$ cat src/rtl/alu4_pkg.sv
// Shared constants for the 4-bit ALU output stage: op codes, flag bit
// positions and result-buffer state encodings.
package alu4_pkg;

  localparam logic [2:0] OP_AND = 3'd0;
  localparam logic [2:0] OP_OR  = 3'd1;
  localparam logic [2:0] OP_XOR = 3'd2;
  localparam logic [2:0] OP_NOR = 3'd3;
  localparam logic [2:0] OP_ADD = 3'd4;
  localparam logic [2:0] OP_ADC = 3'd5;
  localparam logic [2:0] OP_INC = 3'd6;
  localparam logic [2:0] OP_SUB = 3'd7;

  localparam int unsigned FLAG_N = 3;
  localparam int unsigned FLAG_Z = 2;
  localparam int unsigned FLAG_C = 1;
  localparam int unsigned FLAG_V = 0;

  typedef enum logic [1:0] {
    EMPTY = 2'd0,
    ONE   = 2'd1,
    FULL  = 2'd2
  } buf_state_t;

endpackage

$ cat src/rtl/alu4_flag_gen.sv
// Combinational N/Z/C/V flag generation for one ALU result.
// C and V are forced to 0 for ops not marked arithmetic in ARITH_OPS.
module alu4_flag_gen
  import alu4_pkg::*;
#(
  parameter int unsigned WIDTH     = 4,
  parameter logic [7:0]  ARITH_OPS = 8'b1111_0000
) (
  input  logic [WIDTH-1:0] result,
  input  logic [2:0]       op,
  input  logic             co,
  input  logic             c3,
  output logic [3:0]       flags
);

  logic arith;

  always_comb begin
    arith         = ARITH_OPS[op];
    flags         = '0;
    flags[FLAG_N] = result[WIDTH-1];
    flags[FLAG_Z] = (result == '0);
    flags[FLAG_C] = arith & co;
    flags[FLAG_V] = arith & (co ^ c3);
  end

endmodule

$ cat src/rtl/alu4_result_buf.sv
// ALU result output stage: flags computed at push time, 2-entry skid FIFO
// with valid/ready. Optional push/stall counters via ALU4_RESULT_BUF_STATS_EN.
module alu4_result_buf
  import alu4_pkg::*;
#(
  parameter int unsigned WIDTH     = 4,
  parameter logic [7:0]  ARITH_OPS = 8'b1111_0000
) (
  input  logic             clk,
  input  logic             reset,
  input  logic             in_valid,
  output logic             in_ready,
  input  logic [WIDTH-1:0] in_result,
  input  logic [2:0]       in_op,
  input  logic             in_co,
  input  logic             in_c3,
  output logic             out_valid,
  input  logic             out_ready,
  output logic [WIDTH-1:0] out_result,
  output logic [2:0]       out_op,
`ifdef ALU4_RESULT_BUF_STATS_EN
  output logic [7:0]       push_cnt,
  output logic [7:0]       stall_cnt,
`endif
  output logic [3:0]       out_flags
);

  buf_state_t       state, state_next;
  logic             wr_ptr, rd_ptr;
  logic [WIDTH-1:0] slot_result [2];
  logic [2:0]       slot_op     [2];
  logic [3:0]       slot_flags  [2];
  logic [3:0]       push_flags;
  logic             push, pop;

  // Handshake outputs come only from registered state.
  assign in_ready  = (state != FULL);
  assign out_valid = (state != EMPTY);
  assign push      = in_valid & in_ready;
  assign pop       = out_valid & out_ready;

  alu4_flag_gen #(
    .WIDTH     (WIDTH),
    .ARITH_OPS (ARITH_OPS)
  ) u_flag_gen (
    .result (in_result),
    .op     (in_op),
    .co     (in_co),
    .c3     (in_c3),
    .flags  (push_flags)
  );

  always_comb begin
    state_next = state;
    case (state)
      EMPTY: if (push) state_next = ONE;
      ONE: begin
        if (push && !pop)      state_next = FULL;
        else if (pop && !push) state_next = EMPTY;
      end
      FULL:  if (pop) state_next = ONE;
      default: state_next = EMPTY;
    endcase
  end

  always_ff @(posedge clk or posedge reset) begin
    if (reset) begin
      state  <= EMPTY;
      wr_ptr <= 1'b0;
      rd_ptr <= 1'b0;
      for (int unsigned i = 0; i < 2; i++) begin
        slot_result[i] <= '0;
        slot_op[i]     <= '0;
        slot_flags[i]  <= '0;
      end
    end else begin
      state <= state_next;
      if (push) begin
        slot_result[wr_ptr] <= in_result;
        slot_op[wr_ptr]     <= in_op;
        slot_flags[wr_ptr]  <= push_flags;
        wr_ptr              <= ~wr_ptr;
      end
      if (pop) rd_ptr <= ~rd_ptr;
    end
  end

  assign out_result = slot_result[rd_ptr];
  assign out_op     = slot_op[rd_ptr];
  assign out_flags  = slot_flags[rd_ptr];

`ifdef ALU4_RESULT_BUF_STATS_EN
  always_ff @(posedge clk or posedge reset) begin
    if (reset) begin
      push_cnt  <= '0;
      stall_cnt <= '0;
    end else begin
      if (push)                   push_cnt  <= push_cnt + 8'd1;
      if (out_valid & ~out_ready) stall_cnt <= stall_cnt + 8'd1;
    end
  end
`endif

endmodule

$ cat config.mk
export PLATFORM = sky130hd
export DESIGN_NAME = alu4_result_buf
export DESIGN_NICKNAME = d
export VERILOG_FILES = /design/src/rtl/alu4_pkg.sv /design/src/rtl/alu4_flag_gen.sv /design/src/rtl/alu4_result_buf.sv
export SDC_FILE = /design/constraint.sdc
export NUM_CORES = 1
export LEC_CHECK = 0
export ABC_AREA = 1
export BUFFER_PORTS_ARGS = -buffer_cell sky130_fd_sc_hd__buf_2
export CORE_MARGIN = 1.5
export CORE_UTILIZATION = 45
export CTS_CLUSTER_DIAMETER = 60
export CTS_CLUSTER_SIZE = 20
export DETAILED_ROUTE_END_ITERATION = 7
export GPL_ROUTABILITY_DRIVEN = 0
export GPL_TIMING_DRIVEN = 0
export PLACE_DENSITY = 0.79
export SLEW_MARGIN = 10
export SYNTH_ARGS = -nofsm -noshare
export SYNTH_HDL_FRONTEND = slang
export SYNTH_SLANG_ARGS = --single-unit
$ cat constraint.sdc
create_clock -name clk -period 3.5 [get_ports clk]
set_clock_uncertainty 0.2 [all_clocks]
set_input_delay 0.875 -clock clk [delete_from_list [all_inputs] [get_ports clk]]
set_output_delay 0.875 -clock clk [all_outputs]
set_load 0.005 [all_outputs]
==> reports/qor.txt <==
Run status - finished, final reports clean
Largest fanout on the critical path - 10
Arrival time of data at the critical path endpoint - 1.57 ns
Unique cell type count in the Yosys netlist - 18
Most instantiated flip-flop cell in the synthesis netlist - sky130_fd_sc_hd__dfrtp_1
First drt pass iteration count - 4
Vias per cell - 4.829
Worst setup slack after layout - 0.8564 ns
Crit Path Category - reg2out
Root Buffer Master - sky130_fd_sc_hd__clkbuf_4
Utilization after layout - 56.65%
DRC marker count from the first detailed-route iteration - 20
Width of the die - 54.93 um
Remaining antenna violation count after routing - 0
Largest net degree at the start of global routing - 25
Starting utilization of the core area - 48.12%
Total CTS buffers - 3
TritonCTS clock tree - yes
Sequential cell fraction of total power - 40.9%
Average wire per standard cell - 12.01 um
Average footprint of a synthesized cell - 8.669 um^2
Site Rows - 18
Clock-pin transition on the worst setup and hold timing paths - 0.13 ns
Number of antenna diodes - 0
EDFF count, synth - 0
Maximum Capacitance Violations - 0
Power share of the clock group - 19.4%
Number of gates resized after CTS - 0
Worst setup EP type - output port
Reported leakage power - 0.7941 nW
Top-Level Pins - 26
Net switching power - 0.0003754 W
Required time reported for the critical path endpoint - 2.42 ns
Layout overhead on the synthesized area - 17.73%
Chip Height - 54.93 um
Slew @ Worst Pin - 0.8969 ns
Setup Slack @ Placement - 1.205 ns
First-pass GRT wire length - 3864 um
Nets in the synthesized netlist - 153
Die Outline Area - 0.003017 mm^2
Critical Path Start Type - register
Overall via count from detail_route - 961
Dpl hpwl - 1718 um
Gate power share - 39.8%
Vias in the first global route - 899
Core outline area - 0.002522 mm^2
Layout cells sized above 1 - 34.32%
Count of mapped cells out of synthesis - 140
Share of flip-flops with an asynchronous set or reset after synthesis - 100.0%
Number of buffers inserted by hold repair at cts - 0
Worst-case headroom to the max-slew limit - 40.14%
Max-slew violation total from the final report - 0
Total grt overflow - 0
Maximum clock rate - 378.3 MHz
HP Class - reg2reg
Switching Share - 35.94%
Sequential-to-total area share from yosys stat - 49.48%
Internal power - 0.0006693 W
Peak supply drop - 0.4592 mV
Power density over the cells - 731.1 mW/mm^2
Final count of negative-setup-slack endpoints - 0
Min Clock Period, post-route - 2.644 ns
DRC violation count after routing - 0
Start point of the worst min-delay path - slot_op[1]
Final worst-path cycle share - 75.53%
Total Routing Usage GR - 18.03%
Initial antenna violation count - 0
Count of input and output buffers - 25
Source-to-sink clock delay at the later pin of the worst-skew pair - 0.31 ns
Unrepaired setup endpoints after global routing - no
Yosys warning total - 0
Non-Filler Cell Area, Final - 0.001429 mm^2
H-Tree Depth - 1
Total wirelength of the detailed-routed design - 2389 um
Reg-to-reg startpoint - state[1]
Number of setup buffers added after CTS - 0
Setup TNS - 0 ns
Beginning of the critical path - rd_ptr
Final-layout fill cell count - 244
Maximum count of clock buffers along a single path - 2
Number of nets in the finished design - 183
Synthesized area - 0.001214 mm^2
Cell area after placement - 0.001376 mm^2
Clk sinks - 24
Seq cells post-synth - 24
Final Hold Fails - 0
-- final cells by class --
cell class	count	area, um^2	share of cell area (%)
Sequential cell	24	600.6	42.03
Multi-Input combinational cell	92	489.2	34.24
Timing Repair Buffer	25	125.1	8.757
Inverter	17	63.81	4.466
Buffer	7	60.06	4.203
Tap cell	30	37.54	2.627
Clock inverter	1	30.03	2.102
Clock buffer	3	22.52	1.576
-- cell usage in the layout, fill, tap and decap left out, types with 3 or more instances in the layout --
| cell | instances |
|---|---|
| sky130_fd_sc_hd__nand2_1 | 57 |
| sky130_fd_sc_hd__buf_2 | 25 |
| sky130_fd_sc_hd__dfrtp_1 | 24 |
| sky130_fd_sc_hd__o21ai_2 | 17 |
| sky130_fd_sc_hd__inv_1 | 16 |
| sky130_fd_sc_hd__buf_6 | 4 |
| sky130_fd_sc_hd__nand3_1 | 3 |
| sky130_fd_sc_hd__nand2_2 | 3 |
| sky130_fd_sc_hd__o21ai_1 | 3 |
| sky130_fd_sc_hd__clkbuf_4 | 3 |
-- metrics by stage --
| step | total power (W) | hold WS [ns] | cells |
|---|---|---|---|
| 6_report | 0.001045 | 0.2966 | 199 |
| 5_1_grt | 0.001126 | 0.3113 | 199 |
| 4_1_cts | 0.001055 | 0.3006 | 199 |
| 3_5_place_dp | 0.0008545 | 0.2672 | 195 |
| 3_3_place_gp | 0.0008359 | 0.2660 | 195 |
| 2_1_floorplan | 0.0007096 | 0.2548 | 140 |
-- power groups by stage --
stage	sequential (W)	combinational, W	clock [W]
global placement	0.000427	0.000408	0
floorplan	0.000421	0.000289	0
global route	0.000439	0.000475	0.000213
CTS	0.000427	0.000423	0.000205
detailed placement	0.000432	0.000422	0
finish	0.000427	0.000415	0.000202
-- final timing paths --
kind / endpoint / slack [ns] / depth (start not counted)
hold reg to reg: slot_op[1] / 0.30 / 2
min in group asynchronous: slot_flags[0] / 0.52 / 2
max in group asynchronous: wr_ptr / 2.02 / 2
setup reg to reg: slot_op[4] / 2.24 / 5
setup / recovery: out_result[3] / 0.86 / 6
hold / removal: slot_op[1] / 0.30 / 2
-- cell usage after synthesis (2+ instances only) --
cell type                  instances  area (um^2)
sky130_fd_sc_hd__buf_6             4        45.04
sky130_fd_sc_hd__clkbuf_1          2        7.510
sky130_fd_sc_hd__dfrtp_1          24        600.6
sky130_fd_sc_hd__inv_1            16        60.06
sky130_fd_sc_hd__nand2_1          57        214.0
sky130_fd_sc_hd__nand2_2           3        18.77
sky130_fd_sc_hd__nand3_1           3        15.01
sky130_fd_sc_hd__nand3_4           2        35.03
sky130_fd_sc_hd__nor2_1            2        7.510
sky130_fd_sc_hd__o21ai_1           3        15.01
sky130_fd_sc_hd__o21ai_2          17        148.9
-- flip-flops by register name, indices dropped and copies added (netlist names) --
register	flops
slot_op	6
rd_ptr	1
wr_ptr	1
state	2
slot_flags	6
slot_result	8
-- layer usage --
metal | up-vias | track usage [%] | wire length (um)
met5 | - | 0 | 0
met1 | 445 | 21.78 | 1061
met2 | 25 | 33.13 | 1215
li1 | 491 | - | -
met3 | 0 | 5.108 | 112
met4 | 0 | 1.220 | 0
-- worst max-delay path, cell delays in order (launching register included) --
cell and delay (ns):
sky130_fd_sc_hd__dfrtp_1 0.40, sky130_fd_sc_hd__inv_1 0.09, sky130_fd_sc_hd__clkbuf_1 0.40, sky130_fd_sc_hd__nand2_1 0.09, sky130_fd_sc_hd__nand2_1 0.09, sky130_fd_sc_hd__buf_4 0.10
sky130_fd_sc_hd__buf_2 0.09
-- logic make-up after synthesis --
kind of cell,after synthesis,synth area share [%]
DFF,24,49.48
buffers and inverters,24,10.21
and+or+nand+nor,69,25.26
xor gates and xnor gates,1,0.7218
AOI/OAI and AO/OA,22,14.33
Power figures use the tool's default switching activity.
